--- src/rtl/skinny_isbox8_hpc2_1_ctrl.sv ---
// skinny_isbox8_hpc2_1_ctrl
// First-order HPC2-masked SKINNY-128 inverse 8-bit S-box with its own sequencer.
//
// Eight masked (x NOR y) XOR z gadgets are arranged in four dependency levels.
// Each gadget has two register stages:
//   - stage 1 registers the refreshed second operand;
//   - stage 2 registers the per-share partial products.
// Operands sit in hold registers for the whole BUSY phase, so every gadget
// level settles in turn.
//
// Optional build macro: SKINNY_ISBOX_ZEROIZE_EN
//   - When defined, the DONE->IDLE handshake edge clears the hold registers
//     and the bo registers.
//
// Gadget slot order, with its randomness pair r[2g+1:2g]:
//   g0:b2  g1:b3  g2:b7  g3:b5  g4:b1  g5:b0  g6:b6  g7:b4
module skinny_isbox8_hpc2_1_ctrl #(
    parameter int SHARES = 2,
    parameter int LAT    = 8
) (
    input  logic        clk,
    input  logic        rst_n,
    input  logic        in_valid,
    output logic        in_ready,
    input  logic [7:0]  si0,
    input  logic [7:0]  si1,
    input  logic [15:0] r,
    output logic        out_valid,
    input  logic        out_ready,
    output logic [7:0]  bo0,
    output logic [7:0]  bo1
);

    if (SHARES != 2) begin : g_bad_shares
        $error("skinny_isbox8_hpc2_1_ctrl supports SHARES=2 only");
    end
    if (LAT != 8) begin : g_bad_lat
        $error("skinny_isbox8_hpc2_1_ctrl supports LAT=8 only");
    end

    localparam logic [3:0] CNT_LAST = 4'(LAT);

    typedef enum logic [1:0] {
        IDLE = 2'd0,
        BUSY = 2'd1,
        DONE = 2'd2
    } state_t;

    state_t      state_r, state_s;
    logic [3:0]  cnt_r;
    logic        out_valid_r;
    logic [7:0]  bo0_r, bo1_r;
    logic [7:0]  o0_r, o1_r;
    logic [15:0] r_r;
    logic        accept_s, load_s, release_s;

    // Gadget-slot operand vectors (one bit per gadget) and per-share results.
    logic [7:0]  gx0_s, gx1_s, gy0_s, gy1_s, gz0_s, gz1_s;
    logic [7:0]  rh_s, rl_s;
    logic [7:0]  ya0_s, ya1_s, xa0_s, xa1_s;
    logic [7:0]  by0_r, by1_r, bx0_r, bx1_r;
    logic [7:0]  p0_r, p1_r;
    logic [7:0]  gc0_s, gc1_s;
    logic [7:0]  v0_s, v1_s;

    assign in_ready  = (state_r == IDLE);
    assign out_valid = out_valid_r;
    assign bo0       = bo0_r;
    assign bo1       = bo1_r;

    // Gadget interconnect: operand routing, randomness split, NOR share inversion.
    always_comb begin
        gx0_s = {v0_s[7], v0_s[2], v0_s[3], o0_r[5], o0_r[6], o0_r[2], o0_r[7], o0_r[3]};
        gx1_s = {v1_s[7], v1_s[2], v1_s[3], o1_r[5], o1_r[6], o1_r[2], o1_r[7], o1_r[3]};
        gy0_s = {v0_s[6], v0_s[1], v0_s[2], v0_s[3], o0_r[5], o0_r[7], o0_r[6], o0_r[1]};
        gy1_s = {v1_s[6], v1_s[1], v1_s[2], v1_s[3], o1_r[5], o1_r[7], o1_r[6], o1_r[1]};
        gz0_s = {o0_r[6], o0_r[2], o0_r[5], o0_r[3], o0_r[7], o0_r[1], o0_r[4], o0_r[0]};
        gz1_s = {o1_r[6], o1_r[2], o1_r[5], o1_r[3], o1_r[7], o1_r[1], o1_r[4], o1_r[0]};
        rh_s  = {r_r[15], r_r[13], r_r[11], r_r[9], r_r[7], r_r[5], r_r[3], r_r[1]};
        rl_s  = {r_r[14], r_r[12], r_r[10], r_r[8], r_r[6], r_r[4], r_r[2], r_r[0]};
        // NOR(x,y) = AND(~x,~y); a share-wise complement only touches share 0.
        xa0_s = ~gx0_s;
        xa1_s = gx1_s;
        ya0_s = ~gy0_s;
        ya1_s = gy1_s;
        gc0_s = p0_r ^ gz0_s;
        gc1_s = p1_r ^ gz1_s;
        v0_s  = {gc0_s[2], gc0_s[6], gc0_s[3], gc0_s[7], gc0_s[1], gc0_s[0], gc0_s[4], gc0_s[5]};
        v1_s  = {gc1_s[2], gc1_s[6], gc1_s[3], gc1_s[7], gc1_s[1], gc1_s[0], gc1_s[4], gc1_s[5]};
    end

    // Gadget stage 1: register own-share y and the cross-share y refreshed with the upper random bit.
    always_ff @(posedge clk) begin
        by0_r <= ya0_s;
        by1_r <= ya1_s;
        bx0_r <= ya1_s ^ rh_s;
        bx1_r <= ya0_s ^ rh_s;
    end

    // Gadget stage 2: per-share HPC2 partial products, remasked with the lower random bit.
    always_ff @(posedge clk) begin
        p0_r <= (xa0_s & by0_r) ^ (xa0_s & bx0_r) ^ (~xa0_s & rh_s) ^ rl_s;
        p1_r <= (xa1_s & by1_r) ^ (xa1_s & bx1_r) ^ (~xa1_s & rh_s) ^ rl_s;
    end

    // Sequencer next-state decode and handshake strobes.
    always_comb begin
        state_s   = state_r;
        accept_s  = 1'b0;
        load_s    = 1'b0;
        release_s = 1'b0;
        case (state_r)
            IDLE: begin
                if (in_valid) begin
                    accept_s = 1'b1;
                    state_s  = BUSY;
                end else begin
                    state_s  = IDLE;
                end
            end
            BUSY: begin
                if (cnt_r == CNT_LAST) begin
                    load_s  = 1'b1;
                    state_s = DONE;
                end else begin
                    state_s = BUSY;
                end
            end
            DONE: begin
                if (out_ready) begin
                    release_s = 1'b1;
                    state_s   = IDLE;
                end else begin
                    state_s   = DONE;
                end
            end
            default: begin
                state_s = IDLE;
            end
        endcase
    end

    // State register and latency counter.
    always_ff @(posedge clk) begin
        if (!rst_n) begin
            state_r <= IDLE;
            cnt_r   <= 4'd0;
        end else begin
            state_r <= state_s;
            if (state_r == BUSY && !load_s) begin
                cnt_r <= cnt_r + 4'd1;
            end else begin
                cnt_r <= 4'd0;
            end
        end
    end

    // Operand hold registers: captured once per operation, stable through BUSY.
    always_ff @(posedge clk) begin
        if (!rst_n) begin
            o0_r <= 8'h00;
            o1_r <= 8'h00;
            r_r  <= 16'h0000;
        end else if (accept_s) begin
            o0_r <= si0;
            o1_r <= si1;
            r_r  <= r;
`ifdef SKINNY_ISBOX_ZEROIZE_EN
        end else if (release_s) begin
            o0_r <= 8'h00;
            o1_r <= 8'h00;
            r_r  <= 16'h0000;
`endif
        end else begin
            o0_r <= o0_r;
            o1_r <= o1_r;
            r_r  <= r_r;
        end
    end

    // Output share registers and valid flag.
    always_ff @(posedge clk) begin
        if (!rst_n) begin
            bo0_r       <= 8'h00;
            bo1_r       <= 8'h00;
            out_valid_r <= 1'b0;
        end else if (load_s) begin
            bo0_r       <= v0_s;
            bo1_r       <= v1_s;
            out_valid_r <= 1'b1;
        end else if (release_s) begin
`ifdef SKINNY_ISBOX_ZEROIZE_EN
            bo0_r       <= 8'h00;
            bo1_r       <= 8'h00;
`else
            bo0_r       <= bo0_r;
            bo1_r       <= bo1_r;
`endif
            out_valid_r <= 1'b0;
        end else begin
            bo0_r       <= bo0_r;
            bo1_r       <= bo1_r;
            out_valid_r <= out_valid_r;
        end
    end

endmodule

--- config.mk ---
export PLATFORM = sky130hd
export DESIGN_NAME = skinny_isbox8_hpc2_1_ctrl
export DESIGN_NICKNAME = d
export VERILOG_FILES = /design/src/rtl/skinny_isbox8_hpc2_1_ctrl.sv
export SDC_FILE = /design/constraint.sdc
export NUM_CORES = 1
export LEC_CHECK = 0
export ABC_AREA = 1
export CAP_MARGIN = 10
export CORE_MARGIN = 4
export CORE_UTILIZATION = 30
export CTS_BUF_LIST = sky130_fd_sc_hd__clkbuf_8
export DETAILED_ROUTE_END_ITERATION = 16
export PLACE_DENSITY_LB_ADDON = 0.12
export SETUP_SLACK_MARGIN = 0.1
export SYNTH_ARGS = -nofsm -noshare
export SYNTH_HDL_FRONTEND = slang
export SYNTH_SLANG_ARGS = --single-unit
--- constraint.sdc ---
create_clock -name clk -period 2.8 [get_ports clk]
set_input_delay 0.7 -clock clk [delete_from_list [all_inputs] [get_ports clk]]
set_output_delay 0.7 -clock clk [all_outputs]
set_load 0.05 [all_outputs]
==> results.py, run 1 <==
metrics = {
    "timing": {
        "max_freq_mhz": 406.5,
        "final_max_slew_viol_count": 0,
        "worst_slack_ns": 0.3398,
        "finalHoldViolations": 0,
        "rsz0062_at_grt": "no",
        "period_needed_ns": 2.460,
        "tightest_slew_ns": 0.5113,
        "slew_headroom_pct": 65.81,
        "setup_tns_ns": 0,
        "clock_skew_ns": 0.008154,
        "fin_crit_sh_pct": 87.87,
        "setup_viol": 0,
    },
    "clocking": {
        "clock_latency_ns": 0.37,
        "clock_sink_count": 103,
        "cts_made_buffers": 9,
        "cts_root_buf": "clkbuf_8",
        "cts_tree": "done",
        "clock_path_buffers": 2,
        "postCtsSetupBuffers": 0,
        "htree_levels": 3,
        "cts-resized-gates": 0,
        "hold_buffers": 0,
        "clkTransAtPathRegs_ns": 0.09,
    },
    "worst_setup_path": {
        "crit_required_ns": 2.10,
        "cp-start-kind": "register",
        "r2r-end": "bo1[3]",
        "timing.rr.start": "cnt_r[0]",
        "critPathArrivalTime_ns": 1.76,
        "rrSetupSlack_ns": 1.39,
        "cp-startpoint": "state_r[1]",
        "worst-path-max-fanout": 4,
        "r2r.worst_path.cells": 8,
        "critical_path_class": "register to output pin",
        "cp-end-kind": "output pin",
        "setup.worst_path.end": "in_ready",
    },
    "final_layout": {
        "nets": 653,
        "fill_cells": 1466,
        "register_area_sq_um": 2062,
        "n_antenna_cell": 0,
        "final_cells": 795,
        "multiInputGateArea_sq_um": 1708,
        "areaGrowthSynthToFinish_pct": 18.87,
        "drive_above_1_share_pct": 3.554,
    },
    "pwr": {
        "p_comb_share_pct": 19.7,
        "seqPwrFrac_pct": 55.3,
        "pwr-share-clk_pct": 25.0,
        "p_per_area_nw_per_um2": 682.4,
        "leakagePower_nw": 2.379,
        "p_int_w": 0.002364,
        "ir_drop_uv": 241.5,
        "swShare_pct": 30.46,
        "power_switching_w": 0.001036,
    },
    "detailed_routing": {
        "viasPerCell": 4.180,
        "vias": 3323,
        "drc": 0,
        "drt-pass1-iter-count": 4,
        "drtIter0Drc": 205,
        "ant_nets": 0,
        "wirelength_mm": 8.785,
        "wl_per_cell_microns": 11.05,
    },
    "placed_design": {
        "place_congestion": 0.7648,
        "dp_hpwl_mm": 6.370,
        "port_buffers": 53,
        "dp_cells": 780,
        "pre_cts_slack_ns": 0.7356,
    },
    "synthesis": {
        "ys_seq_area_share_pct": 49.21,
        "synth_top_area_cell": "dfxtp_1",
        "ys_warn_count": 0,
        "synth_top_area_share_pct": 49.21,
        "syn-cell-area_sq_um": 4190,
        "synth.distinct_cells": 23,
        "syn_inst": 568,
        "avgSynthCellArea_sq_um": 7.377,
        "ys_ff_latch": 103,
        "synthTopCellsByArea": "dfxtp_1 (49%), nand2_1 (15%), nor2_1 (9.0%)",
        "synth_fp_nets": 606,
    },
    "floorplan": {
        "initial_core_util_pct": 31.15,
        "die_h_microns": 126.2,
        "rows": 42,
        "dieArea_sq_um": 15920,
        "ios": 54,
        "die_w_microns": 126.2,
        "coreArea_sq_um": 13450,
    },
    "global_route": {
        "busiest_layer": "met2",
        "use_met3_pct": 4.191,
        "use_met2_pct": 19.06,
        "grt_overflow": 0,
        "grt_max_degree": 35,
        "grt_pass1_wl_mm": 15.11,
        "first_global_vias": 3160,
        "grt.total_usage_pct": 11.82,
        "antenna_found_initial": 0,
        "use_met1_pct": 15.15,
    },
    "flow_run": {
        "drv_cap": 0,
    },
    "min_path": {
        "worstHoldStart": "o1_r[1]",
        "min_path_type": "register to register",
    },
    "run_status": {
        "status": "finished clean",
    },
}
==> layer usage <==
metal,share of wire [%],routed length [microns]
met5,0,0
met4,1.4,119
met3,4.5,392
met2,44,3902
met1,50,4370
==> layout by cell type, fill, tap and decap left out, drive strengths merged <==
cell type / Yosys / layout
a21oi: 2 / 2
buf: 14 / 2
clkbuf: 5 / 11
clkdlybuf4s50: 0 / 53
clkinv: 0 / 3
dfxtp: 103 / 103
ha: 2 / 2
inv: 71 / 72
nand2: 166 / 166
nand3: 29 / 29
nand3b: 1 / 1
nor2: 103 / 103
o211ai: 6 / 6
o21ai: 38 / 38
xnor2: 7 / 7
xor2: 21 / 21
==> final cells by class <==
cell class	count	share of cell area, %
clock buffers	11	3.039
flip-flops and latches	103	41.40
inverters	71	5.451
repair buffers	55	10.95
well taps	176	4.421
multi-input cells	375	34.29
clock inverters	4	0.4521
==> cells by family after synthesis <==
| logic type | Yosys count | share of synthesized area (%) |
|---|---|---|
| XOR/XNOR | 28 | 5.853 |
| flip-flops | 103 | 49.21 |
| buffers and inverters | 90 | 10.03 |
| adder cells (fa/ha/maj) | 2 | 0.5971 |
| AO/OA/AOI/OAI | 46 | 5.852 |
| AND/OR/NAND/NOR | 299 | 28.46 |
==> through the flow <==
stage	instance area [sq um]	hold slack (ns)	utilization (%)	total power, W
3_3_place_gp	4807	0.4211	35.73	0.002582
6_report	4981	0.4139	37.03	0.003399
4_1_cts	4981	0.4195	37.03	0.003475
3_5_place_dp	4807	0.4153	35.73	0.002603
2_1_floorplan	4190	0.3258	-	0.002405
5_1_grt	4981	0.4305	37.03	0.003678
==> registers in the layout, indices dropped and copies added (netlist names) <==
signal,flops
r_r,16
by1_r,8
bx1_r,8
by0_r,8
out_valid,1
bo1,8
p0_r,8
state_r,2
bo0,8
p1_r,8
bx0_r,8
o1_r,8
cnt_r,4
o0_r,8
==> synth_stat cells <==
master and instances:
inv_6 1, dfxtp_1 103, xnor2_1 7, inv_1 69, a21oi_1 2, inv_2 1, nand2_1 164, buf_4 1
xor2_1 21, nand3_1 29, nor2_1 101, buf_6 7, buf_8 1, nand3b_1 1, buf_2 5, o21ai_0 32
nand2_4 2, o21ai_1 6, clkbuf_2 3, clkbuf_1 2, ha_1 2, o211ai_1 6, nor2_4 2
==> worst min-delay path by stage <==
stage                          end  slack (ns)  cells past startpoint
after global routing      by1_r[0]        0.43                      0
after CTS                 by1_r[0]        0.42                      0
after global placement    by1_r[0]        0.42                      0
after floorplan           by1_r[1]        0.33                      0
after detailed placement  by1_r[0]        0.42                      0
final                     by1_r[0]        0.41                      0
==> critical path, cell delays in order, from the launching register on <==
cell and delay [ns]:
dfxtp_1 0.39, nor2_4 0.18, clkdlybuf4s50_1 0.83
==> power by group through the flow <==
stage | Sequential [W] | Clock [W] | Combinational, W
floorplan | 0.00186 | 0 | 0.000540
global route | 0.00192 | 0.000968 | 0.000790
global placement | 0.00191 | 0 | 0.000671
CTS | 0.00188 | 0.000901 | 0.000690
finish | 0.00188 | 0.000851 | 0.000670
detailed placement | 0.00192 | 0 | 0.000685
No activity file was read; power rests on OpenSTA's default activity.
==> inputs of run 2 (changes only) <==
==> constraint.sdc (replaced) <==
create_clock -name clk -period 3 [get_ports clk]
set_input_delay 0.75 -clock clk [delete_from_list [all_inputs] [get_ports clk]]
set_output_delay 0.75 -clock clk [all_outputs]
set_load 0.05 [all_outputs]
==> results.py, run 2 (synthesized netlist as in run 1, its figures left out) <==
metrics = {
    "clocking": {
        "cts_made_buffers": 9,
        "clkTransAtPathRegs_ns": 0.08,
        "cts_tree": "done",
        "htree_levels": 3,
        "postCtsSetupBuffers": 0,
        "hold_buffers": 0,
        "clock_sink_count": 103,
        "cts_root_buf": "clkbuf_8",
        "cts-resized-gates": 0,
        "clock_latency_ns": 0.37,
        "clock_path_buffers": 2,
    },
    "detailed_routing": {
        "wl_per_cell_microns": 11.07,
        "wirelength_mm": 8.770,
        "viasPerCell": 4.149,
        "vias": 3286,
        "drtIter0Drc": 160,
        "drc": 0,
        "ant_nets": 0,
        "drt-pass1-iter-count": 4,
    },
    "timing": {
        "setup_viol": 0,
        "slew_headroom_pct": 66.29,
        "fin_crit_sh_pct": 83.40,
        "finalHoldViolations": 0,
        "max_freq_mhz": 399.7,
        "setup_tns_ns": 0,
        "final_max_slew_viol_count": 0,
        "rsz0062_at_grt": "no",
        "tightest_slew_ns": 0.5041,
        "period_needed_ns": 2.502,
        "clock_skew_ns": 0.01124,
    },
    "floorplan": {
        "die_w_microns": 126.2,
        "dieArea_sq_um": 15920,
        "initial_core_util_pct": 31.15,
        "rows": 42,
        "die_h_microns": 126.2,
        "coreArea_sq_um": 13450,
        "ios": 54,
    },
    "final_layout": {
        "largest_register_ffs": 16,
        "multiInputGateArea_sq_um": 1708,
        "areaGrowthSynthToFinish_pct": 18.18,
        "nets": 652,
        "fill_cells": 1460,
        "mostFrequentLayoutCell": "nand2_1",
        "final_core_util_pct": 36.81,
        "register_area_sq_um": 2062,
        "drive_above_1_share_pct": 2.922,
        "n_antenna_cell": 0,
        "regMostFlops": "r_r",
        "final_cells": 792,
        "layout_common_cells": "nand2_1 (164), dfxtp_1 (103), nor2_1 (101)",
    },
    "worst_setup_path": {
        "cp-start-kind": "register",
        "critical_path_class": "register to output pin",
        "crit_required_ns": 2.25,
        "timing.rr.start": "cnt_r[0]",
        "cp-startpoint": "state_r[1]",
        "cp-end-kind": "output pin",
        "worst-path-max-fanout": 4,
        "critPathArrivalTime_ns": 1.75,
    },
    "pwr": {
        "p_int_w": 0.002172,
        "p_comb_share_pct": 20.1,
        "swShare_pct": 30.42,
        "ir_drop_uv": 274.1,
        "power_switching_w": 0.0009495,
        "p_per_area_nw_per_um2": 630.3,
        "seqPwrFrac_pct": 56.1,
        "pwr-share-clk_pct": 23.8,
        "leakagePower_nw": 2.361,
    },
    "run_status": {
        "status": "finished clean",
    },
    "placed_design": {
        "place_congestion": 0.7463,
        "dp_cells": 779,
        "port_buffers": 53,
        "dp_hpwl_mm": 6.235,
    },
    "global_route": {
        "grt_max_degree": 51,
        "grt.total_usage_pct": 11.96,
        "grt_overflow": 0,
        "first_global_vias": 3187,
        "grt_pass1_wl_mm": 15.22,
        "antenna_found_initial": 0,
    },
    "flow_run": {
        "drv_cap": 0,
    },
    "min_path": {
        "worstHoldStart": "o1_r[1]",
        "min_path_type": "register to register",
    },
}
run 2: worst paths after layout:
check	endpoint	slack (ns)	depth (start not counted)
worst max-delay path	in_ready	0.50	2
worst min-delay path	by1_r[0]	0.43	0
worst max register to register	bo0[7]	1.59	7
worst min register to register	by1_r[0]	0.43	0
run 2: critical path, cell delays in order, from the launching register on:
cell and delay [ns]:
dfxtp_1 0.38, nor2_4 0.18, clkdlybuf4s50_1 0.82
run 2: power by group through the flow:
stage,sequential [W],combinational (W),clock [W]
final,0.00175,0.000627,0.000742
after CTS,0.00176,0.000643,0.000783
after global placement,0.00178,0.000626,0
after global routing,0.00179,0.000745,0.000844
after floorplan,0.00174,0.000504,0
after detailed placement,0.00179,0.000639,0
run 2: layout make-up:
cell class                      count  share of cell area (%)
Clock buffer                       10                   2.779
Sequential cell                   103                   41.64
Inverter                           71                   5.483
Timing Repair Buffer               54                   10.86
Tap cell                          176                   4.447
Clock inverter                      3                  0.3032
Multi-Input combinational cell    375                   34.49
run 2: per-stage QoR:
step	total power [W]	instance area (sq um)	worst slack, ns	hold WS, ns
6_report	0.003121	4952	0.4980	0.4258
5_1_grt	0.003378	4952	0.4019	0.4338
4_1_cts	0.003182	4952	0.4540	0.4297
3_5_place_dp	0.002427	4800	0.8362	0.4249
3_3_place_gp	0.002409	4800	0.8423	0.4216
2_1_floorplan	0.002244	4190	1.561	0.3258
run 2: per-layer routing:
layer | share of wire (%) | global-route usage (%)
met5 | 0 | 0
met3 | 3.7 | 4.234
met4 | 1.4 | 3.596
met2 | 44 | 19.03
met1 | 51 | 15.30
==> inputs of run 3 (changes only) <==
==> constraint.sdc (replaced) <==
create_clock -name clk -period 2.6 [get_ports clk]
set_input_delay 0.65 -clock clk [delete_from_list [all_inputs] [get_ports clk]]
set_output_delay 0.65 -clock clk [all_outputs]
set_load 0.05 [all_outputs]
==> results.py, run 3 (synthesized netlist as in run 1, its figures left out) <==
metrics = {
    "timing": {
        "max_freq_mhz": 416.5,
        "finalHoldViolations": 0,
        "clock_skew_ns": 0.01157,
        "slew_headroom_pct": 64.64,
        "setup_tns_ns": 0,
        "tightest_slew_ns": 0.5288,
        "fin_crit_sh_pct": 92.36,
        "setup_viol": 0,
        "final_max_slew_viol_count": 0,
        "period_needed_ns": 2.401,
        "rsz0062_at_grt": "no",
    },
    "worst_setup_path": {
        "cpMaxStageDelayCell": "clkdlybuf4s50_1",
        "crit_required_ns": 1.95,
        "worst-path-max-fanout": 4,
        "cpPeakStageDelay_ns": 0.82,
        "path_buf_inv": 1,
        "cp-start-kind": "register",
        "cp-end-kind": "output pin",
        "worstPathCellList": "nor2_4 -> clkdlybuf4s50_1",
        "rrSetupSlack_ns": 1.21,
        "critical-path-top-delay-family": "buffers and inverters",
        "critPathArrivalTime_ns": 1.75,
        "critical_path_class": "register to output pin",
    },
    "clocking": {
        "cts-resized-gates": 0,
        "cts_root_buf": "clkbuf_8",
        "cts_made_buffers": 9,
        "clock_latency_ns": 0.37,
        "clock_sink_count": 103,
        "clkTransAtPathRegs_ns": 0.09,
        "cts_tree": "done",
        "postCtsSetupBuffers": 0,
        "htree_levels": 3,
        "clock_path_buffers": 2,
        "hold_buffers": 0,
    },
    "floorplan": {
        "initial_core_util_pct": 31.15,
        "ios": 54,
        "rows": 42,
        "dieArea_sq_um": 15920,
        "die_w_microns": 126.2,
        "die_h_microns": 126.2,
        "coreArea_sq_um": 13450,
    },
    "placed_design": {
        "dp_cells": 779,
        "place_congestion": 0.7884,
        "port_buffers": 53,
        "dp_hpwl_mm": 6.251,
    },
    "pwr": {
        "p_per_area_nw_per_um2": 763.3,
        "leakagePower_nw": 2.394,
        "ir_drop_uv": 297.7,
    },
    "detailed_routing": {
        "drc": 0,
        "viasPerCell": 4.131,
        "wirelength_mm": 8.690,
        "drtIter0Drc": 120,
        "ant_nets": 0,
        "drt-pass1-iter-count": 4,
        "vias": 3284,
        "wl_per_cell_microns": 10.93,
    },
    "global_route": {
        "use_met1_pct": 14.60,
        "grt_overflow": 0,
        "grt_max_degree": 51,
        "antenna_found_initial": 0,
        "busiest_layer": "met2",
        "use_met3_pct": 4.107,
        "first_global_vias": 3094,
        "grt_pass1_wl_mm": 14.75,
        "use_met2_pct": 19.00,
        "grt.total_usage_pct": 11.66,
    },
    "final_layout": {
        "nets": 652,
        "regMostFlops": "r_r",
        "mostFrequentLayoutCell": "nand2_1",
        "areaGrowthSynthToFinish_pct": 19.95,
        "register_area_sq_um": 2062,
        "largest_register_ffs": 16,
        "layout_common_cells": "nand2_1 (164), dfxtp_1 (103), nor2_1 (101)",
        "drive_above_1_share_pct": 3.716,
        "final_cells": 795,
        "fill_cells": 1461,
        "multiInputGateArea_sq_um": 1708,
        "n_antenna_cell": 0,
    },
    "run_status": {
        "status": "finished clean",
    },
    "flow_run": {
        "drv_cap": 0,
    },
    "min_path": {
        "min_path_type": "register to register",
    },
}
==> run 3: cell count changes in the layout (fill, tap and decap cells not counted), sizes merged <==
cell	before	now
clkinvlp	1	0
bufinv	0	1
inv	73	72
clkinv	0	1
clkbuf	10	13
==> run 3: layout make-up <==
class / instances / area share, %
Sequential cell: 103 / 41.03
Multi-Input combinational cell: 375 / 33.98
Timing Repair Buffer: 54 / 10.70
Inverter: 71 / 5.402
Tap cell: 176 / 4.381
Clock buffer: 13 / 3.560
Clock inverter: 3 / 0.9460
==> run 3: through the flow <==
step	total power (W)	cell area, sq um	util, %	worst slack (ns)	hold WS (ns)
after floorplan	0.002589	4190	-	1.261	0.3258
after global placement	0.002781	4800	35.68	0.5707	0.4389
after detailed placement	0.002799	4800	35.68	0.5622	0.4379
after CTS	0.003920	5026	37.36	0.1547	0.4433
after global routing	0.004125	5026	37.36	0.1243	0.4423
final	0.003836	5026	37.36	0.1988	0.4431
==> run 3: routing by layer <==
layer / routed length [microns] / vias to the layer above / part of all wire [%]
met1: 4152 / 1412 / 48
met4: 105 / 0 / 1.2
li1: - / 1804 / -
met3: 433 / 7 / 5.0
met5: 0 / - / 0
met2: 3998 / 61 / 46
==> run 3: final timing paths <==
path                            startpoint  endpoint  cells after the start
worst max-delay path            state_r[1]  in_ready                      2
worst max register to register    cnt_r[0]    bo1[4]                      8
worst min-delay path               o1_r[1]  by1_r[0]                      0
worst min register to register     o1_r[1]  by1_r[0]                      0
==> run 3: power by group <==
| part | switching, W | leakage [nW] | internal (W) | total (W) |
|---|---|---|---|---|
| Sequential | 0.000172 | 0.854 | 0.00185 | 0.00202 |
| Clock | 0.000541 | 0.116 | 0.000556 | 0.00110 |
| Combinational | 0.000414 | 1.42 | 0.000302 | 0.000716 |
